[src/rtl/modmult_pkg.sv]
// Shared constants and state encoding for the modular-multiplier datapath.
// Used by the serial reducer and the multiplier wrapper.
package modmult_pkg;

  localparam int W  = 64;
  localparam int PW = 2 * W;

  typedef enum logic [1:0] {
    IDLE = 2'd0,
    BUSY = 2'd1,
    DONE = 2'd2
  } modred_state_t;

endpackage

[src/rtl/modred_cmpsub.sv]
// One restoring remainder step: subtract the modulus when the candidate reaches it.
// Purely combinational; the caller guarantees t < 2*M, so the result fits in W bits.
module modred_cmpsub #(
  parameter int W = 64
) (
  input  logic [W:0]   t_i,
  input  logic [W-1:0] m_i,
  output logic [W-1:0] r_o
);

  logic [W:0] diff;

  assign diff = t_i - {1'b0, m_i};
  assign r_o  = (t_i >= {1'b0, m_i}) ? diff[W-1:0] : t_i[W-1:0];

endmodule

[src/rtl/modreduce_serial.sv]
// Bit-serial P mod M: one product bit per cycle, 2W cycles per job, result held until taken.
// M == 0 skips the loop and reports err with R = 0.
module modreduce_serial
  import modmult_pkg::*;
#(
  parameter int W = modmult_pkg::W
) (
  input  logic           clock,
  input  logic           reset,
  input  logic           in_valid,
  output logic           in_ready,
  input  logic [2*W-1:0] P,
  input  logic [W-1:0]   M,
  output logic           out_valid,
  input  logic           out_ready,
  output logic [W-1:0]   R,
  output logic           err,
  output logic           busy
);

  localparam int P_W = 2 * W;
  localparam int CW  = $clog2(P_W);

  modred_state_t  state_q, state_d;
  logic [P_W-1:0] p_q, p_d;
  logic [W-1:0]   m_q, m_d;
  logic [W-1:0]   r_q, r_d;
  logic [CW-1:0]  cnt_q, cnt_d;
  logic           err_q, err_d;

  logic [W:0]     t;
  logic [W-1:0]   r_step;

  // Remainder stays below M, so the shifted candidate needs only one extra bit.
  assign t = {r_q, p_q[P_W-1]};

  modred_cmpsub #(.W(W)) u_cmpsub (
    .t_i (t),
    .m_i (m_q),
    .r_o (r_step)
  );

  always_ff @(posedge clock or posedge reset) begin
    if (reset) begin
      state_q <= IDLE;
      p_q     <= '0;
      m_q     <= '0;
      r_q     <= '0;
      cnt_q   <= '0;
      err_q   <= 1'b0;
    end else begin
      state_q <= state_d;
      p_q     <= p_d;
      m_q     <= m_d;
      r_q     <= r_d;
      cnt_q   <= cnt_d;
      err_q   <= err_d;
    end
  end

  always_comb begin
    state_d = state_q;
    p_d     = p_q;
    m_d     = m_q;
    r_d     = r_q;
    cnt_d   = cnt_q;
    err_d   = err_q;
    unique case (state_q)
      IDLE: begin
        if (in_valid) begin
          p_d     = P;
          m_d     = M;
          r_d     = '0;
          cnt_d   = CW'(P_W - 1);
          err_d   = (M == '0);
          state_d = (M == '0) ? DONE : BUSY;
        end
      end
      BUSY: begin
        r_d   = r_step;
        p_d   = {p_q[P_W-2:0], 1'b0};
        cnt_d = cnt_q - 1'b1;
        if (cnt_q == '0) begin
          state_d = DONE;
        end
      end
      DONE: begin
        if (out_ready) begin
          state_d = IDLE;
        end
      end
      default: state_d = IDLE;
    endcase
  end

  // Handshake outputs decode only registered state.
  assign in_ready  = (state_q == IDLE);
  assign busy      = (state_q == BUSY);
  assign out_valid = (state_q == DONE);
  assign R         = r_q;
  assign err       = err_q;

endmodule

[config.mk]
export PLATFORM = sky130hd
export DESIGN_NAME = modreduce_serial
export DESIGN_NICKNAME = d
export VERILOG_FILES = /design/src/rtl/modmult_pkg.sv /design/src/rtl/modred_cmpsub.sv /design/src/rtl/modreduce_serial.sv
export SDC_FILE = /design/constraint.sdc
export NUM_CORES = 1
export LEC_CHECK = 0
export BUFFER_PORTS_ARGS = -buffer_cell sky130_fd_sc_hd__buf_2
export CAP_MARGIN = 20
export CORE_MARGIN = 2
export CORE_UTILIZATION = 52
export DETAILED_ROUTE_END_ITERATION = 12
export PLACE_DENSITY = 0.78
export SLEW_MARGIN = 10
export SYNTH_ARGS = -nofsm -noshare
export SYNTH_HDL_FRONTEND = slang
export SYNTH_SLANG_ARGS = --single-unit
[constraint.sdc]
create_clock -name clock -period 7.8 [get_ports clock]
set_input_delay 0.39 -clock clock [delete_from_list [all_inputs] [get_ports clock]]
set_output_delay 0.39 -clock clock [all_outputs]
set_load 0.005 [all_outputs]
Word level (Yosys, flattened, before mapping)
Cells that the tools add are included.
- register bits: 266
- bits of input ports: 196
- output and inout bits: 68
- word-level logic and storage cells: 33
- $add $sub $neg: 2
- magnitude comparators: 1
- eq/ne operators: 5
- multiplexer cells: 12
- reductions and logical operators: 7
- operators with widths (kind ; count):
    one-hot mux 128 bit (2 select lines) ; 1
    two-way mux 128 bit ; 1
    two-way mux 64 bit ; 2
    one-hot mux 64 bit (2 select lines) ; 1
    greater-or-equal comparator 65 x 64 -> 1 bit ; 1
    zero test 64 bit ; 1
    subtractor 64 bit ; 1
    one-hot mux 7 bit (2 select lines) ; 1
    two-way mux 2 bit ; 4
    zero test 7 bit ; 1
    two-way mux 7 bit ; 1
    subtractor 7 x 1 -> 7 bit, second input constant ; 1
    one-hot mux 2 bit (3 select lines) ; 1
    inequality test 2 x 1 -> 1 bit, second input constant ; 2
    AND reduction 2 bit ; 2
    AND reduction 3 bit ; 1
    equality test 2 x 1 -> 1 bit, second input constant ; 1
    equality test 2 bit, second input constant ; 1
    zero test 2 bit ; 1
    inequality test 2 bit, second input constant ; 1
    nonzero test 2 bit ; 1

Logic depth before layout (Yosys ltp)
Gate-level depths: netlist of run 1.
- depth in word-level cells: 4
- mapped depth: 15
- gate-level depth less buffers: 13

Modules after synthesis
Synthesis of run 1 repeated with hierarchy kept, for this count alone.
- cell total of the unflattened synthesis: 1921
- area, all modules: 15971.6 µm²
- modules (own cells, without submodules) (module ; times used ; cells an instance ; area an instance (µm²) ; sequential area each (µm²)):
    modreduce_serial ; 1 ; 1173 ; 10871.7 ; 6656.4
    modred_cmpsub ; 1 ; 748 ; 5099.9 ; 0.0

Worst setup path after synthesis of run 1
OpenSTA, ideal clock, no wires.
- kind: flip-flop to flip-flop
- start point: register r_q[45] (netlist: R[45])
- end point: register r_q[19] (netlist: R[19])
- library setup time: 0.132 ns
- arrival time: 2.993 ns
- required time: 7.668 ns
- slack: 4.674 ns
- stages on the path, launching flop included: 12
- path buffers: 3
- period minus slack after synthesis: 3.126 ns
- cells stage by stage: dfrtp_1 ha_1 clkbuf_1 nand4_1 or3_1 o41ai_4 a41oi_2 o31ai_4 buf_6 buf_6 mux2i_1 o21ai_1
- cells in the longest elaborated chain, start to end: 3
- ends and longest elaborated chain (what ; line ; RTL):
    from (decl) ; modreduce_serial.sv:27 ; logic [W-1:0] r_q, r_d;
    from (signal assigned) ; modreduce_serial.sv:55 ; r_q <= r_d;
    greater-or-equal comparator 65 x 64 -> 1 bit ; modred_cmpsub.sv:14 ; assign r_o = (t_i >= {1'b0, m_i}) ? diff[W-1:0] : t_i[W-1:0];
    two-way mux 64 bit ; modred_cmpsub.sv:14 ;
    one-hot mux 64 bit (2 select lines) ; modreduce_serial.sv:68 ; unique case (state_q)
No other way between the ends.
A chain may end at the register's enable or synchronous reset.

Worst setup path in the final report of run 1
- start point: register r_q[9] (netlist: R[9])
- end point: register r_q[10] (netlist: R[10])
- cells in the longest elaborated chain, start to end: 3
- elaborated cells on any way between the ends: 4
- those cells by class: add/sub: 1; order compare: 1; mux: 2
- ends and longest elaborated chain (what ; line):
    subtractor 64 bit or greater-or-equal comparator 65 x 64 -> 1 bit (tied branches) ; modred_cmpsub.sv:13, modred_cmpsub.sv:14
    two-way mux 64 bit (*) ; modred_cmpsub.sv:14
    one-hot mux 64 bit (2 select lines) (*) ; modreduce_serial.sv:68
Every way passes the cells marked *; elsewhere a longest branch is shown, timed or not.

==> results of run 1 <==
cells in the final DEF, fill, tap and decap left out, drive strengths merged, types with 9 or more instances in the layout:
master / instances
clkbuf: 41
a32oi: 23
nor2: 135
nand2: 398
a31oi: 93
xor2: 28
a21o: 25
inv: 80
buf: 277
a22oi: 42
and3: 10
nor4: 20
a21oi: 79
o21bai: 10
mux2i: 41
dfrtp: 266
nor2b: 9
nand3: 9
ha: 66
nor3: 13
nand4: 23
o21ai: 212
xnor2: 37
area by class of cell:
class                   instances  area (µm²)
fillers                      2512       11000
multi-input cells            1348        7800
flip-flops and latches        266        6660
repair buffers                277        1480
clock buffers                  41         832
well taps                     384         480
inverters                      81         313
clock inverters                11         161
per-layer routing:
layer | global-route usage (%) | part of all wire [%] | vias up
met5 | 0 | 0 | -
met4 | 9.13 | 3.4 | 0
met3 | 4.33 | 7.3 | 108
met2 | 44.7 | 46 | 560
met1 | 38.2 | 43 | 6738
li1 | - | - | 6714
synthesized netlist by cell type, drive strengths merged (7+ instances only):
cell type,instances
nand4,23
nor3,13
xnor2,37
a31oi,93
mux2i,41
o21a,8
nand3,9
o31ai,7
a21o,25
clkbuf,93
buf,19
and3,10
inv,81
o21bai,10
a22oi,42
nand2,398
ha,66
nand2b,8
a21oi,79
xor2,28
o21ai,212
a32oi,23
dfrtp,266
nor2,135
nor2b,9
nor4,20
cells by family (layout without fill, tap and decap cells):
family	Yosys count	in the layout	share of synthesized area (%)
AND/OR/NAND/NOR	638	638	17.4
AO/OA/AOI/OAI	535	535	21.7
flip-flops	266	266	43.8
buffers and inverters	193	410	4.95
adder cells (fa/ha/maj)	67	67	5.57
XOR/XNOR	65	65	3.75
multiplexers	43	43	2.85
worst max-delay path: cells and delay by family, from the launching register on:
family / cells / cell delay [ps]
multiplexers: 1 / 290
flip-flops: 1 / 410
adder cells (fa/ha/maj): 1 / 440
AND/OR/NAND/NOR: 2 / 510
buffers and inverters: 1 / 620
AO/OA/AOI/OAI: 7 / 1610
sequential cells by signal, summed over array words and instances (netlist names):
| register | count |
|---|---|
| R | 64 |
| cnt_q | 7 |
| err | 1 |
| m_q | 64 |
| p_q | 128 |
| state_q | 2 |
per-stage QoR:
stage | hold WS, ps | area [µm²] | util [%] | power [mW] | worst slack (ps)
6_report | -55.8 | 17700 | 61.8 | 8.67 | 3680
5_1_grt | 14.8 | 17700 | 61.8 | 9.36 | 3510
4_1_cts | 2.93 | 17700 | 61.5 | 8.61 | 3530
3_3_place_gp | 460 | 16700 | 58.1 | 6.99 | 3720
2_1_floorplan | 450 | 15200 | - | 5.93 | 84.7
3_5_place_dp | 467 | 16700 | 58.1 | 7.14 | 3580
worst max-delay path by stage:
stage	start	endpoint	slack [ps]	cells after the start
final	R[9]$_DFFE_PP0P_	R[10]$_DFFE_PP0P_	3680	12
after global routing	R[9]$_DFFE_PP0P_	R[21]$_DFFE_PP0P_	3510	12
after CTS	R[9]$_DFFE_PP0P_	R[0]$_DFFE_PP0P_	3530	11
after detailed placement	R[9]$_DFFE_PP0P_	R[0]$_DFFE_PP0P_	3580	11
after global placement	R[11]$_DFFE_PP0P_	R[0]$_DFFE_PP0P_	3720	11
after floorplan	reset	R[0]$_DFFE_PP0P_	80	1
power by group:
| group | switching (mW) | internal (mW) |
|---|---|---|
| Combinational | 2.81 | 1.98 |
| Sequential | 0.415 | 2.04 |
| Clock | 0.581 | 0.844 |
==> flow_summary.html, run 1 <==
<table>
<tr><th>Metric</th><th>Value</th></tr>
<tr><th colspan="2">Yosys</th></tr>
<tr><td>Top-area cell type share of the netlist area</td><td>43.8%</td></tr>
<tr><td>Yosys cell types</td><td>64</td></tr>
<tr><td>Yosys reg bits</td><td>266</td></tr>
<tr><td>Leading cell types by total area after synthesis</td><td>dfrtp_1 (44%), nand2_1 (9.8%), ha_1 (5.4%), o21ai_0 (4.8%), a31oi_1 (3.8%)</td></tr>
<tr><td>Largest area contributor in the synthesized netlist</td><td>dfrtp_1</td></tr>
<tr><td>Share of flip-flops with an asynchronous set or reset</td><td>100%</td></tr>
<tr><td>Combined area of all synthesized cells</td><td>15200 µm²</td></tr>
<tr><td>Avg Cell Area, Syn</td><td>8.41 µm²</td></tr>
<tr><td>Share of synthesized area occupied by flip-flops and latches</td><td>43.8%</td></tr>
<tr><td>Total nets after synthesis</td><td>2070</td></tr>
<tr><td>Most frequently used flop master after synthesis</td><td>dfrtp_1</td></tr>
<tr><td>Number of cells produced by synthesis</td><td>1807</td></tr>
<tr><td>Number of enable-type register cells in the synthesized netlist</td><td>0</td></tr>
<tr><td>Total of warnings raised by yosys</td><td>0</td></tr>
<tr><th colspan="2">CTS</th></tr>
<tr><td>Clock transition at the register clock pins on the worst setup and hold paths after CTS</td><td>60 ps</td></tr>
<tr><td># clock sinks</td><td>266</td></tr>
<tr><td>Maximum root-to-sink buffer count</td><td>3</td></tr>
<tr><td>Hold Buf Count CTS</td><td>0</td></tr>
<tr><td>H-tree lvl count</td><td>1</td></tr>
<tr><td>Clock latency at the later pin of the worst-skew pair</td><td>570 ps</td></tr>
<tr><td>Post-cts sizing count</td><td>0</td></tr>
<tr><td>Total CTS buffers</td><td>30</td></tr>
<tr><td>CTS tree</td><td>done</td></tr>
<tr><td>Setup repair bufs after CTS</td><td>0</td></tr>
<tr><td>Buffer cell driving the clock tree root</td><td>clkbuf_16</td></tr>
<tr><th colspan="2">Critical path</th></tr>
<tr><td>Largest incremental delay on the critical path</td><td>620 ps</td></tr>
<tr><td>R2r startpoint</td><td>R[9]$_DFFE_PP0P_</td></tr>
<tr><td>Worst setup EP type</td><td>register</td></tr>
<tr><td>Critical Setup Path Class</td><td>register to register</td></tr>
<tr><td>CP Data Required Time</td><td>8210 ps</td></tr>
<tr><td>Worst r2r dst</td><td>R[10]$_DFFE_PP0P_</td></tr>
<tr><td>Top fanout value on the critical path</td><td>39</td></tr>
<tr><td>Worst path cell trace</td><td>ha_1 &gt; and4_1 &gt; and3_1 &gt; o21ai_1 &gt; a21oi_1 &gt; o41ai_2 &gt; o41ai_4 &gt; a41oi_2 &gt; o31ai_4 &gt; buf_4 &gt; mux2i_1 &gt; o21ai_1</td></tr>
<tr><td>Critical path startpoint category</td><td>register</td></tr>
<tr><td>Register-to-Register Setup Slack</td><td>3680 ps</td></tr>
<tr><td>Cell with the most instances on the worst path</td><td>o21ai_1</td></tr>
<tr><td>Data arrival at the endpoint of the critical path</td><td>4530 ps</td></tr>
<tr><td>Worst path slowest cell</td><td>buf_4</td></tr>
<tr><td>Number of cell instances on the worst register-to-register path</td><td>12</td></tr>
<tr><th colspan="2">Drt</th></tr>
<tr><td>Number of remaining DRC errors</td><td>0</td></tr>
<tr><td>Vias per cell</td><td>5.86</td></tr>
<tr><td>First-pass DRT Iterations</td><td>5</td></tr>
<tr><td>Via count of the routed design</td><td>14120</td></tr>
<tr><td>Final Routed Wirelength</td><td>42800 µm</td></tr>
<tr><td>DR WL/cell</td><td>17.8 µm</td></tr>
<tr><td>Post-route antenna net violation count</td><td>0</td></tr>
<tr><td>First DRT Iteration DRCs</td><td>1314</td></tr>
<tr><th colspan="2">Timing</th></tr>
<tr><td>Actual transition at the worst max-transition pin</td><td>1010 ps</td></tr>
<tr><td>Number of setup violations in the final report</td><td>0</td></tr>
<tr><td>Final period demand of the worst path</td><td>4120 ps</td></tr>
<tr><td>Setup clock skew after layout</td><td>11.9 ps</td></tr>
<tr><td>Final hold viol count</td><td>21</td></tr>
<tr><td>Final-report max-slew violation count</td><td>0</td></tr>
<tr><td>Fin crit share</td><td>52.8%</td></tr>
<tr><td>Final sum of negative setup slack</td><td>0 ps</td></tr>
<tr><td>Setup repair after global routing missed its margin</td><td>false</td></tr>
<tr><td>Max transition margin</td><td>32.6%</td></tr>
<tr><td>Timing-limited maximum frequency</td><td>243 MHz</td></tr>
<tr><td>Worst-case hold slack</td><td>-55.8 ps</td></tr>
<tr><th colspan="2">Die</th></tr>
<tr><td>Core area</td><td>28700 µm²</td></tr>
<tr><td>Y dimension of the die</td><td>175 µm</td></tr>
<tr><td>Total Die Area</td><td>30600 µm²</td></tr>
<tr><td>Num rows</td><td>62</td></tr>
<tr><td>Die width</td><td>175 µm</td></tr>
<tr><td>Starting Density</td><td>52.9%</td></tr>
<tr><td>Number of top-level pins</td><td>264</td></tr>
<tr><th colspan="2">Global route</th></tr>
<tr><td>Via count of the first global-routing pass</td><td>13499</td></tr>
<tr><td>Maximum number of pins on one net before global-route repair</td><td>148</td></tr>
<tr><td>Antenna violations before repair</td><td>0</td></tr>
<tr><td>Remaining Overflow, GRT</td><td>0</td></tr>
<tr><td>First-pass GRT wire length</td><td>69500 µm</td></tr>
<tr><td>Tot GR Track Use</td><td>27.6%</td></tr>
<tr><th colspan="2">Cells and area</th></tr>
<tr><td>Signed area change from the synthesized netlist to the final layout</td><td>16.7%</td></tr>
<tr><td>Count of antenna diodes in the layout</td><td>0</td></tr>
<tr><td>Final Instance Count excl. Fillers</td><td>2408</td></tr>
<tr><td>Layout cells sized above 1</td><td>16.9%</td></tr>
<tr><td>Number of nets in the layout</td><td>2267</td></tr>
<tr><th colspan="2">Run status</th></tr>
<tr><td>Failing checks</td><td>hold timing</td></tr>
<tr><td>Status</td><td>finished with violations</td></tr>
<tr><th colspan="2">Placed design</th></tr>
<tr><td>Number of port buffers</td><td>263</td></tr>
<tr><td>Number of placed instances with taps included</td><td>2353</td></tr>
<tr><td>Sum of net half-perimeters after detailed placement</td><td>29900 µm</td></tr>
<tr><td>Last weighted congestion value of the routability-driven placer</td><td>1.00</td></tr>
<tr><th colspan="2">Worst hold path</th></tr>
<tr><td>Type of the tightest min-delay check</td><td>primary input to asynchronous set/reset pin</td></tr>
<tr><th colspan="2">Pwr</th></tr>
<tr><td>Power density cells</td><td>489 nW/µm²</td></tr>
<tr><td>Total leakage power</td><td>8.29 nW</td></tr>
<tr><td>Maximum vdd drop</td><td>342 µV</td></tr>
<tr><th colspan="2">Flow run</th></tr>
<tr><td>Max-capacitance violation count</td><td>0</td></tr>
</table>
Note: power is estimated with default switching activity, not from simulation.
==> run 2: changes to the inputs <==
==> constraint.sdc (replaced) <==
create_clock -name clock -period 3.63 [get_ports clock]
set_input_delay 0.1815 -clock clock [delete_from_list [all_inputs] [get_ports clock]]
set_output_delay 0.1815 -clock clock [all_outputs]
set_load 0.005 [all_outputs]
==> flow_summary.html, run 2 (synthesis gave the netlist of run 1 again) <==
<table>
<tr><th>Metric</th><th>Value</th></tr>
<tr><th colspan="2">Critical path</th></tr>
<tr><td>CP Data Required Time</td><td>4060 ps (-4150 ps)</td></tr>
<tr><td>Number of cell instances on the worst register-to-register path</td><td>13 (+1)</td></tr>
<tr><td>Worst setup EP type</td><td>register</td></tr>
<tr><td>Data arrival at the endpoint of the critical path</td><td>3960 ps (-570 ps)</td></tr>
<tr><td>Critical Setup Path Class</td><td>register to register</td></tr>
<tr><td>Top fanout value on the critical path</td><td>8 (-79%)</td></tr>
<tr><td>Critical path startpoint category</td><td>register</td></tr>
<tr><th colspan="2">Timing</th></tr>
<tr><td>Setup repair after global routing missed its margin</td><td>true</td></tr>
<tr><td>Number of setup violations in the final report</td><td>0 (unchanged)</td></tr>
<tr><td>Final-report max-slew violation count</td><td>0 (unchanged)</td></tr>
<tr><td>Final period demand of the worst path</td><td>3530 ps (-590 ps)</td></tr>
<tr><td>Setup clock skew after layout</td><td>30.9 ps (+19.0 ps)</td></tr>
<tr><td>Timing-limited maximum frequency</td><td>283 MHz (+17%)</td></tr>
<tr><td>Max transition margin</td><td>44.3% (+12 points)</td></tr>
<tr><td>Setup WS post-layout</td><td>99.5 ps (-3580 ps)</td></tr>
<tr><td>Actual transition at the worst max-transition pin</td><td>835 ps (-176 ps)</td></tr>
<tr><td>Final hold viol count</td><td>0 (-100%)</td></tr>
<tr><td>Fin crit share</td><td>97.3% (+44 points)</td></tr>
<tr><th colspan="2">Drt</th></tr>
<tr><td>First-pass DRT Iterations</td><td>6 (+1)</td></tr>
<tr><td>Final Routed Wirelength</td><td>50800 µm (+18%)</td></tr>
<tr><td>DR WL/cell</td><td>19.2 µm (+7.9%)</td></tr>
<tr><td>Via count of the routed design</td><td>15670 (+11%)</td></tr>
<tr><td>Vias per cell</td><td>5.93 (+1.1%)</td></tr>
<tr><td>Post-route antenna net violation count</td><td>0 (unchanged)</td></tr>
<tr><td>First DRT Iteration DRCs</td><td>1632 (+24%)</td></tr>
<tr><td>Number of remaining DRC errors</td><td>0 (unchanged)</td></tr>
<tr><th colspan="2">Worst hold path</th></tr>
<tr><td>Type of the tightest min-delay check</td><td>primary input to register</td></tr>
<tr><td>Count of cells along the worst hold path</td><td>4</td></tr>
<tr><th colspan="2">Placed design</th></tr>
<tr><td>Number of port buffers</td><td>263 (unchanged)</td></tr>
<tr><td>Worst Setup Slack post-DPL</td><td>-8.15 ps (-3590 ps)</td></tr>
<tr><td>Last weighted congestion value of the routability-driven placer</td><td>0.971 (-2.9%)</td></tr>
<tr><td>Sum of net half-perimeters after detailed placement</td><td>31300 µm (+4.6%)</td></tr>
<tr><td>Placement-stage cell area</td><td>17000 µm² (+2.0%)</td></tr>
<tr><th colspan="2">Global route</th></tr>
<tr><td>GR Layer Usage met1</td><td>42.0% (+3.9 points)</td></tr>
<tr><td>Met2 track demand over resource</td><td>54.1% (+9.3 points)</td></tr>
<tr><td>First-pass GRT wire length</td><td>80900 µm (+16%)</td></tr>
<tr><td>Via count of the first global-routing pass</td><td>15715 (+16%)</td></tr>
<tr><td>Maximum number of pins on one net before global-route repair</td><td>177 (+20%)</td></tr>
<tr><td>Remaining Overflow, GRT</td><td>0 (unchanged)</td></tr>
<tr><td>Antenna violations before repair</td><td>2 (+2)</td></tr>
<tr><td>Tot GR Track Use</td><td>32.6% (+4.9 points)</td></tr>
<tr><td>Met3 Use GR</td><td>5.22% (+0.89 points)</td></tr>
<tr><td>Busiest grt layer</td><td>met2</td></tr>
<tr><th colspan="2">CTS</th></tr>
<tr><td>Buffer cell driving the clock tree root</td><td>clkbuf_16</td></tr>
<tr><td>H-tree lvl count</td><td>1 (unchanged)</td></tr>
<tr><td>Clock latency at the later pin of the worst-skew pair</td><td>570 ps (about the same)</td></tr>
<tr><td>Total CTS buffers</td><td>29 (-3.3%)</td></tr>
<tr><td>Maximum root-to-sink buffer count</td><td>3 (unchanged)</td></tr>
<tr><td># clock sinks</td><td>266 (unchanged)</td></tr>
<tr><td>CTS tree</td><td>done</td></tr>
<tr><td>Clock transition at the register clock pins on the worst setup and hold paths after CTS</td><td>70 ps (about the same)</td></tr>
<tr><th colspan="2">Run status</th></tr>
<tr><td>Status</td><td>finished clean</td></tr>
<tr><th colspan="2">Die</th></tr>
<tr><td>Die width</td><td>175 µm (unchanged)</td></tr>
<tr><td>Total Die Area</td><td>30600 µm² (unchanged)</td></tr>
<tr><td>Core area</td><td>28700 µm² (unchanged)</td></tr>
<tr><td>Starting Density</td><td>52.9% (unchanged)</td></tr>
<tr><td>Num rows</td><td>62 (unchanged)</td></tr>
<tr><td>Y dimension of the die</td><td>175 µm (unchanged)</td></tr>
<tr><td>Number of top-level pins</td><td>264 (unchanged)</td></tr>
<tr><th colspan="2">Cells and area</th></tr>
<tr><td>Layout cells sized above 1</td><td>17.5% (+0.55 points)</td></tr>
<tr><td>Signed area change from the synthesized netlist to the final layout</td><td>32.4%</td></tr>
<tr><td>Commonest non-fill, non-tap cell in the layout</td><td>nand2_1</td></tr>
<tr><td>Most used cells in the layout excluding fill and tap cells</td><td>nand2_1 (398), dfrtp_1 (266), buf_2 (263), dlygate4sd3_1 (194), o21ai_0 (147)</td></tr>
<tr><td>Number of nets in the layout</td><td>2498 (+10%)</td></tr>
<tr><td>Fin area</td><td>20100 µm² (+13%)</td></tr>
<tr><td>Max reg flops</td><td>128 (unchanged)</td></tr>
<tr><td>Biggest register</td><td>p_q</td></tr>
<tr><td>Count of filler cells inserted in the layout</td><td>2113 (-16%)</td></tr>
<tr><th colspan="2">Flow run</th></tr>
<tr><td>Max-capacitance violation count</td><td>0 (unchanged)</td></tr>
<tr><th colspan="2">Pwr</th></tr>
<tr><td>Maximum vdd drop</td><td>564 µV (+65%)</td></tr>
<tr><td>Total leakage power</td><td>9.33 nW (+13%)</td></tr>
<tr><td>Power density cells</td><td>988 nW/µm² (+100%)</td></tr>
</table>
run 2: changes by cell type in the layout (fill, tap and decap cells not counted), sizes merged:
cell,before,now
buf,277,314
bufbuf,0,1
clkbuf,41,43
diode,0,2
dlygate4sd3,0,194
run 2: metal layers:
metal	up-vias	share of wire [%]	wire, µm
li1	7187	-	-
met1	7542	40	20500
met2	767	47	24100
met3	174	7.6	3840
met4	0	4.7	2380
met5	-	0	0
run 2: worst max-delay path, stage by stage, from the launching register on:
cell and delay, ps:
dfrtp_1 380, inv_1 90, ha_1 410, a21oi_1 290, o21ai_0 170, a22oi_1 230
o2111ai_1 230, a221oi_1 360, buf_4 210, o31ai_2 100, a41o_1 300, o32ai_1 370
xor2_1 190, o21ai_1 80
run 2: metrics by stage:
step	hold slack, ps	setup TNS (ps)	instances	total power, mW	utilization (%)
4_1_cts	22.8	0	2640	19.4	69.7
5_1_grt	38.2	-9.32	2644	21.2	70.1
2_1_floorplan	287	-16760	1807	12.7	-
3_3_place_gp	401	0	2388	15.6	59.2
6_report	33.8	0	2644	19.9	70.1
3_5_place_dp	407	-17.0	2388	15.9	59.2
run 2: worst paths after layout:
check,from,end,slack (ps)
min in group asynchronous,reset,p_q[111]$_DFFE_PP0P_,130
max in group asynchronous,reset,R[34]$_DFFE_PP0P_,2500
max,m_q[18]$_DFFE_PP0P_,R[63]$_DFFE_PP0P_,100
min,in_valid,state_q[1]$_DFFE_PP0P_,30
max reg2reg,m_q[18]$_DFFE_PP0P_,R[63]$_DFFE_PP0P_,100
min reg2reg,err$_DFFE_PP0P_,err$_DFFE_PP0P_,470
run 2: cell type report:
| type | count | area, µm² | area share [%] |
|---|---|---|---|
| Multi-Input combinational cell | 1348 | 7870 | 39.1 |
| Sequential cell | 266 | 6660 | 33.1 |
| Timing Repair Buffer | 509 | 3770 | 18.8 |
| Clock buffer | 43 | 878 | 4.37 |
| Tap cell | 384 | 480 | 2.39 |
| Inverter | 81 | 309 | 1.54 |
| Clock inverter | 11 | 138 | 0.685 |
| Antenna cell | 2 | 5.00 | 0.0249 |
run 2: timing repair:
action	4_1_cts	5_1_grt
hold buffers	194	0
pin swaps	3	4
endpoints found under the hold margin	233	0
buffers inserted	3	1
cloned	1	0
gates resized for setup	2	7
endpoints found under the setup margin	35	62
run 2: where the power goes:
part | internal (mW) | total [mW] | switching (mW)
Clock | 1.88 | 3.13 | 1.25
Combinational | 4.94 | 11.4 | 6.43
Sequential | 4.37 | 5.35 | 0.980
